### src/rtl/dot_accumulator_pkg.sv
// Shared constants and FSM state encoding for the dot-product accumulation stage.
package dot_pkg;

   localparam int DATA_W        = 16;
   localparam int TERMS_DEFAULT = 4;

   typedef enum logic [0:0] {
      ACCUM = 1'b0,
      HOLD  = 1'b1
   } state_e;

endpackage

### src/rtl/dot_accumulator_if.sv
// Term-in / result-out handshake bundle for dot_accumulator.
interface dot_accumulator_if;

   logic        in_valid;
   logic        in_ready;
   logic [15:0] in_term;
   logic        out_valid;
   logic        out_ready;
   logic [15:0] out_sum;
   logic        out_ovf;

   modport master (
      output in_valid, in_term, out_ready,
      input  in_ready, out_valid, out_sum, out_ovf
   );

   modport slave (
      input  in_valid, in_term, out_ready,
      output in_ready, out_valid, out_sum, out_ovf
   );

endinterface

### src/rtl/dot_accumulator_adder.sv
// FA_sixteen: the shared 16-bit ripple-carry adder (one full adder per bit).
module FA_sixteen
   import dot_pkg::*;
(
   input  logic [DATA_W-1:0] a,
   input  logic [DATA_W-1:0] b,
   input  logic              cin,
   output logic [DATA_W-1:0] sum,
   output logic              cout
);

   logic carry_s;

   // Ripple the carry LSB to MSB through one full adder per bit.
   always_comb begin
      carry_s = cin;
      sum     = {DATA_W{1'b0}};
      for (int i = 0; i < DATA_W; i++) begin
         sum[i]  = a[i] ^ b[i] ^ carry_s;
         carry_s = (a[i] & b[i]) | (carry_s & (a[i] ^ b[i]));
      end
      cout = carry_s;
   end

endmodule

### src/rtl/dot_accumulator.sv
// Sums each group of TERMS 16-bit terms (mod 2^16) and holds the result for a handshake.
// Optional sticky carry flag on out_ovf when DOT_ACC_OVF_EN is defined.
module dot_accumulator
   import dot_pkg::*;
#(
   parameter int TERMS = TERMS_DEFAULT
)
(
   input logic              clk,
   input logic              rst_n,
   input logic              clr,
   dot_accumulator_if.slave bus
);

   localparam int               CNT_W    = (TERMS > 1) ? $clog2(TERMS) : 1;
   localparam logic [CNT_W-1:0] CNT_LAST = CNT_W'(TERMS - 1);
   localparam logic [0:0]       ST_ACCUM = ACCUM;
   localparam logic [0:0]       ST_HOLD  = HOLD;

   logic [0:0]        state_r;
   logic [DATA_W-1:0] acc_r;
   logic [CNT_W-1:0]  cnt_r;
   logic [DATA_W-1:0] a_op_s;
   logic [DATA_W-1:0] sum_s;
   logic              accept_s;

   // Adder operand select and term-accept decode.
   always_comb begin
      if (cnt_r == {CNT_W{1'b0}}) begin
         a_op_s = {DATA_W{1'b0}};
      end else begin
         a_op_s = acc_r;
      end
      accept_s = bus.in_valid & (state_r == ST_ACCUM) & ~clr;
   end

`ifdef DOT_ACC_OVF_EN
   logic carry_s;
   logic ovf_r;

   FA_sixteen u_adder (
      .a    (a_op_s),
      .b    (bus.in_term),
      .cin  (1'b0),
      .sum  (sum_s),
      .cout (carry_s)
   );

   // Sticky carry-out flag for the group in flight; cleared when the result leaves.
   always_ff @(posedge clk or negedge rst_n) begin
      if (!rst_n) begin
         ovf_r <= 1'b0;
      end else if (clr) begin
         ovf_r <= 1'b0;
      end else if ((state_r == ST_HOLD) && bus.out_ready) begin
         ovf_r <= 1'b0;
      end else if (accept_s) begin
         ovf_r <= ovf_r | carry_s;
      end
   end

   assign bus.out_ovf = ovf_r;
`else
   FA_sixteen u_adder (
      .a    (a_op_s),
      .b    (bus.in_term),
      .cin  (1'b0),
      .sum  (sum_s),
      .cout ()
   );

   assign bus.out_ovf = 1'b0;
`endif

   // Group FSM: accumulate TERMS accepted terms, then hold until the consumer takes the sum.
   always_ff @(posedge clk or negedge rst_n) begin
      if (!rst_n) begin
         state_r <= ST_ACCUM;
         acc_r   <= {DATA_W{1'b0}};
         cnt_r   <= {CNT_W{1'b0}};
      end else if (clr) begin
         state_r <= ST_ACCUM;
         acc_r   <= {DATA_W{1'b0}};
         cnt_r   <= {CNT_W{1'b0}};
      end else begin
         case (state_r)
            ST_ACCUM: begin
               if (accept_s) begin
                  acc_r <= sum_s;
                  if (cnt_r == CNT_LAST) begin
                     cnt_r   <= {CNT_W{1'b0}};
                     state_r <= ST_HOLD;
                  end else begin
                     cnt_r <= cnt_r + CNT_W'(1);
                  end
               end
            end
            ST_HOLD: begin
               if (bus.out_ready) begin
                  acc_r   <= {DATA_W{1'b0}};
                  state_r <= ST_ACCUM;
               end
            end
            default: begin
               state_r <= ST_ACCUM;
            end
         endcase
      end
   end

   assign bus.in_ready  = (state_r == ST_ACCUM);
   assign bus.out_valid = (state_r == ST_HOLD);
   assign bus.out_sum   = acc_r;

endmodule

### src/flat_wrapper.sv
// flat-port wrapper written by rule: the top's interface ports become plain ports
module dot_accumulator_flat import dot_pkg::*;
#(
   parameter int TERMS = TERMS_DEFAULT
)
  (clk, rst_n, clr, bus_in_valid, bus_in_term, bus_out_ready, bus_in_ready, bus_out_valid, bus_out_sum, bus_out_ovf);
  dot_accumulator_if bus_i ();
  input logic clk;
  input logic rst_n;
  input logic clr;
  input wire logic [$bits(bus_i.in_valid)-1:0] bus_in_valid;
  input wire logic [$bits(bus_i.in_term)-1:0] bus_in_term;
  input wire logic [$bits(bus_i.out_ready)-1:0] bus_out_ready;
  output wire logic [$bits(bus_i.in_ready)-1:0] bus_in_ready;
  output wire logic [$bits(bus_i.out_valid)-1:0] bus_out_valid;
  output wire logic [$bits(bus_i.out_sum)-1:0] bus_out_sum;
  output wire logic [$bits(bus_i.out_ovf)-1:0] bus_out_ovf;
  assign bus_i.in_valid = bus_in_valid;
  assign bus_i.in_term = bus_in_term;
  assign bus_i.out_ready = bus_out_ready;
  assign bus_in_ready = bus_i.in_ready;
  assign bus_out_valid = bus_i.out_valid;
  assign bus_out_sum = bus_i.out_sum;
  assign bus_out_ovf = bus_i.out_ovf;
  dot_accumulator #(.TERMS(TERMS)) u_core (.clk(clk), .rst_n(rst_n), .clr(clr), .bus(bus_i));
endmodule
### config.mk
export PLATFORM = sky130hd
export DESIGN_NAME = dot_accumulator_flat
export DESIGN_NICKNAME = d
export VERILOG_FILES = /design/src/rtl/dot_accumulator_pkg.sv /design/src/rtl/dot_accumulator_if.sv /design/src/rtl/dot_accumulator_adder.sv /design/src/rtl/dot_accumulator.sv /design/src/flat_wrapper.sv
export SDC_FILE = /design/constraint.sdc
export NUM_CORES = 1
export LEC_CHECK = 0
export CORE_AREA = 2 2 56 58
export DETAILED_ROUTE_END_ITERATION = 8
export DIE_AREA = 0 0 58 60
export GPL_ROUTABILITY_DRIVEN = 0
export GPL_TIMING_DRIVEN = 0
export PLACE_DENSITY = 0.76
export SLEW_MARGIN = 5
export SYNTH_ARGS = -nofsm -noshare
export SYNTH_HDL_FRONTEND = slang
export SYNTH_SLANG_ARGS = --single-unit
### constraint.sdc
create_clock -name clk -period 8.1 [get_ports clk]
set_input_delay 0.81 -clock clk [delete_from_list [all_inputs] [get_ports clk]]
set_output_delay 0.81 -clock clk [all_outputs]
set_load 0.01 [all_outputs]
==> metrics.txt <==
post_cts resized 0; layout cell share with drive strength beyond 1 0.106; Slew Viols, Final 0; Worst setup EP type flop; Max Fclk 0.136 GHz; layout overhead on the synthesized area 34.3%; register share of total power 0.469; Post-CTS Setup Bufs 0; Clock Latency Late Sink between 300 and 400 ps; CP max FO 10; Core Util, Final 0.596; CTS hold repair buffers 0; Async SR Flop Fraction 1.00; post-route ant nets 0; Critical R2R Launch u_core.cnt_r[0]; DR pass1 iterations 4; Hold WS 522 ps; Num Clock Sinks 19; Pint around 0.16 mW; Clk network pwr share 0.221; Critical Path Max Stage Delay just over 400 ps; final WL 2580 um; period utilisation layout 0.905; H-tree depth 1; syn_area_per_cell approximately 12 um^2; Worst setup SP type flop; worst path cell trace inv_1 -> ha_1 -> clkbuf_1 -> nand2b_1 -> fa_1 -> fa_1 -> fa_1 -> fa_1 -> fa_1 -> fa_1 -> fa_1 -> fa_1 -> fa_1 -> fa_1 -> fa_1 -> inv_1 -> fa_1 -> inv_1 -> fa_1 -> fa_1 -> xor2_1 -> and4b_1 -> a211o_2; Mapped Area roughly 0.0013 mm^2; wire per inst 14.0 um; Hold Path Class flop to flop; Worst-path clk slew around 120 ps; total gr overflow 0; reg-to-reg endpoint u_core.bus.out_sum[15]; final hold violations 0; detailed placement HPWL ~2000 um; Initial Util 0.444; Psw between 0.07 and 0.08 mW; Hold Path Sink u_core.bus.out_sum[0]; Hold Crit Start u_core.bus.out_sum[0]; Crit path top cell by count fa_1; RSZ-0062 raised after global routing false; root buf cell clkbuf_4; register bit total from synthesis 19; NumNets Final 190; EDFF count, synth 0; PwrDens 137 mW/mm^2; row cnt 20; Worst Hold Depth 1; Iter 0 DRT Violations 11; Final Skew 9.94 ps; Chip Height ~60 um; Setup TNS 0 ps; I/O Pins 40; Final Instance Count excl. Fillers 184; Setup violations, final 0; outcome finished, final reports clean; initial antenna violation count 0; Worst slew margin 0.410; sw frac 0.308; Core Area 0.00290 mm^2; Die X about 58 um; CTS tree done; first-pass GRT wire length roughly 4500 um; area leader, netlist dfrtp_1; Crit Path Class flop to flop; Area contributors post-synth dfrtp_1 (37%), fa_1 (22%), o2bb2ai_1 (7.5%), nand2b_1 (6.3%), inv_1 (5.5%); Comb power frac 0.310; Inserted Clock Buffers 3; leakage power 0.729 nW; Critical Path RT between 8000 and 9000 ps; CP max stage cell dfrtp_1; total of max-cap violations 0; die area about 0.0035 mm^2; Slew @ Worst Pin ~880 ps; Arrival @ worst endpoint between 7000 and 8000 ps; vias per cell around 5; Vias just over 900; post-synthesis cell count between 100 and 150; Synth Flop Type dfrtp_1; Register-to-Register Path Depth 23; largest net degree at the start of global routing 20; Synth top area share 0.369; n_diodes 0; DRC Markers 0; Inst Count DP 180; number of global-route vias before repair slightly above 1000; r2r setup slk approximately 770 ps; Longest Clk Path Bufs 2; sequential element share of the synthesized area 0.369; Unique masters post-synth 28; Total GRT Usage 0.171; Synth top cells by count dfrtp_1 (19), inv_1 (19), fa_1 (14); Total Power ~0.24 mW; Synth warnings 0; # port buffers 37; synthesized net count between 100 and 150; Period minus WS final 7330 ps; peak supply drop approximately 0.071 mV
==> worst max path at each step <==
stage               startpoint                      to  cells after the start
4_1_cts        u_core.cnt_r[0]  u_core.bus.out_sum[15]                     23
5_1_grt        u_core.cnt_r[0]  u_core.bus.out_sum[15]                     23
3_3_place_gp    bus_in_term[0]  u_core.bus.out_sum[15]                     22
3_5_place_dp    bus_in_term[0]  u_core.bus.out_sum[15]                     22
6_report       u_core.cnt_r[0]  u_core.bus.out_sum[15]                     23
2_1_floorplan  u_core.cnt_r[0]  u_core.bus.out_sum[15]                     23
==> cell families (layout without fill, tap and decap cells) <==
| kind of cell | after synthesis | count (layout) | share of synthesized area |
|---|---|---|---|
| compound gates | 16 | 16 | 0.119 |
| xor+xnor | 1 | 1 | 0.00680 |
| fa+ha+maj | 17 | 17 | 0.247 |
| buf+inv | 24 | 65 | 0.0807 |
| flops | 19 | 19 | 0.369 |
| mux | 4 | 4 | 0.0330 |
| other cells | 1 | 1 | 0.00291 |
| simple gates | 28 | 28 | 0.142 |
==> state kept, by name (all words and copies together) (netlist names) <==
name                  count
u_core.bus.out_sum       16
u_core.cnt_r              2
u_core.bus.out_valid      1
==> cell usage in the layout, fill, tap and decap left out, types with 2 or more instances in the layout <==
cell / count
nor2b_1: 3
fa_1: 14
inv_1: 19
nor2_1: 4
nor3_1: 3
dfrtp_1: 19
o2bb2ai_1: 11
clkdlybuf4s50_1: 37
mux2_2: 2
nand2b_1: 13
mux2i_1: 2
ha_1: 3
clkbuf_4: 3
==> metrics by stage <==
step	instance area, um^2	setup WS, ps
after detailed placement	1700	500
after CTS	1730	692
after global placement	1700	614
after floorplan	1290	1240
after global routing	1730	412
final	1730	769
==> layout make-up <==
cell class              count  area, um^2
fillers                   263        1170
multi-input cells          67         708
flip-flops and latches     19         475
repair buffers             37         370
inverters                  19        71.3
well taps                  33        41.3
plain buffers               5        32.5
clock buffers               3        22.5
clock inverters             1        7.51
==> worst max-delay path, delay by kind of cell, from the launching register on <==
kind | cells | cell delay, ps
XOR/XNOR | 1 | 170
adder cells (fa/ha/maj) | 15 | 5530
flip-flops | 1 | 410
AO/OA/AOI/OAI | 1 | 260
AND/OR/NAND/NOR | 2 | 420
buffers and inverters | 4 | 440
==> layer usage <==
metal  track usage  vias to the layer above  wire, um
li1              -                      436         -
met1         0.216                      462      1110
met2         0.299                       20      1350
met3        0.0281                        4        97
met4        0.0631                        0        23
met5             0                        -         0
==> power groups by stage <==
stage                     combinational [mW]  clock [mW]  sequential (mW)
after floorplan                       0.0347           0            0.115
after global placement                0.0719           0            0.112
after detailed placement              0.0749           0            0.113
after CTS                             0.0752      0.0525            0.111
after global routing                  0.0819      0.0576            0.113
final                                 0.0733      0.0523            0.111
Note: power is estimated with default switching activity, not from simulation.
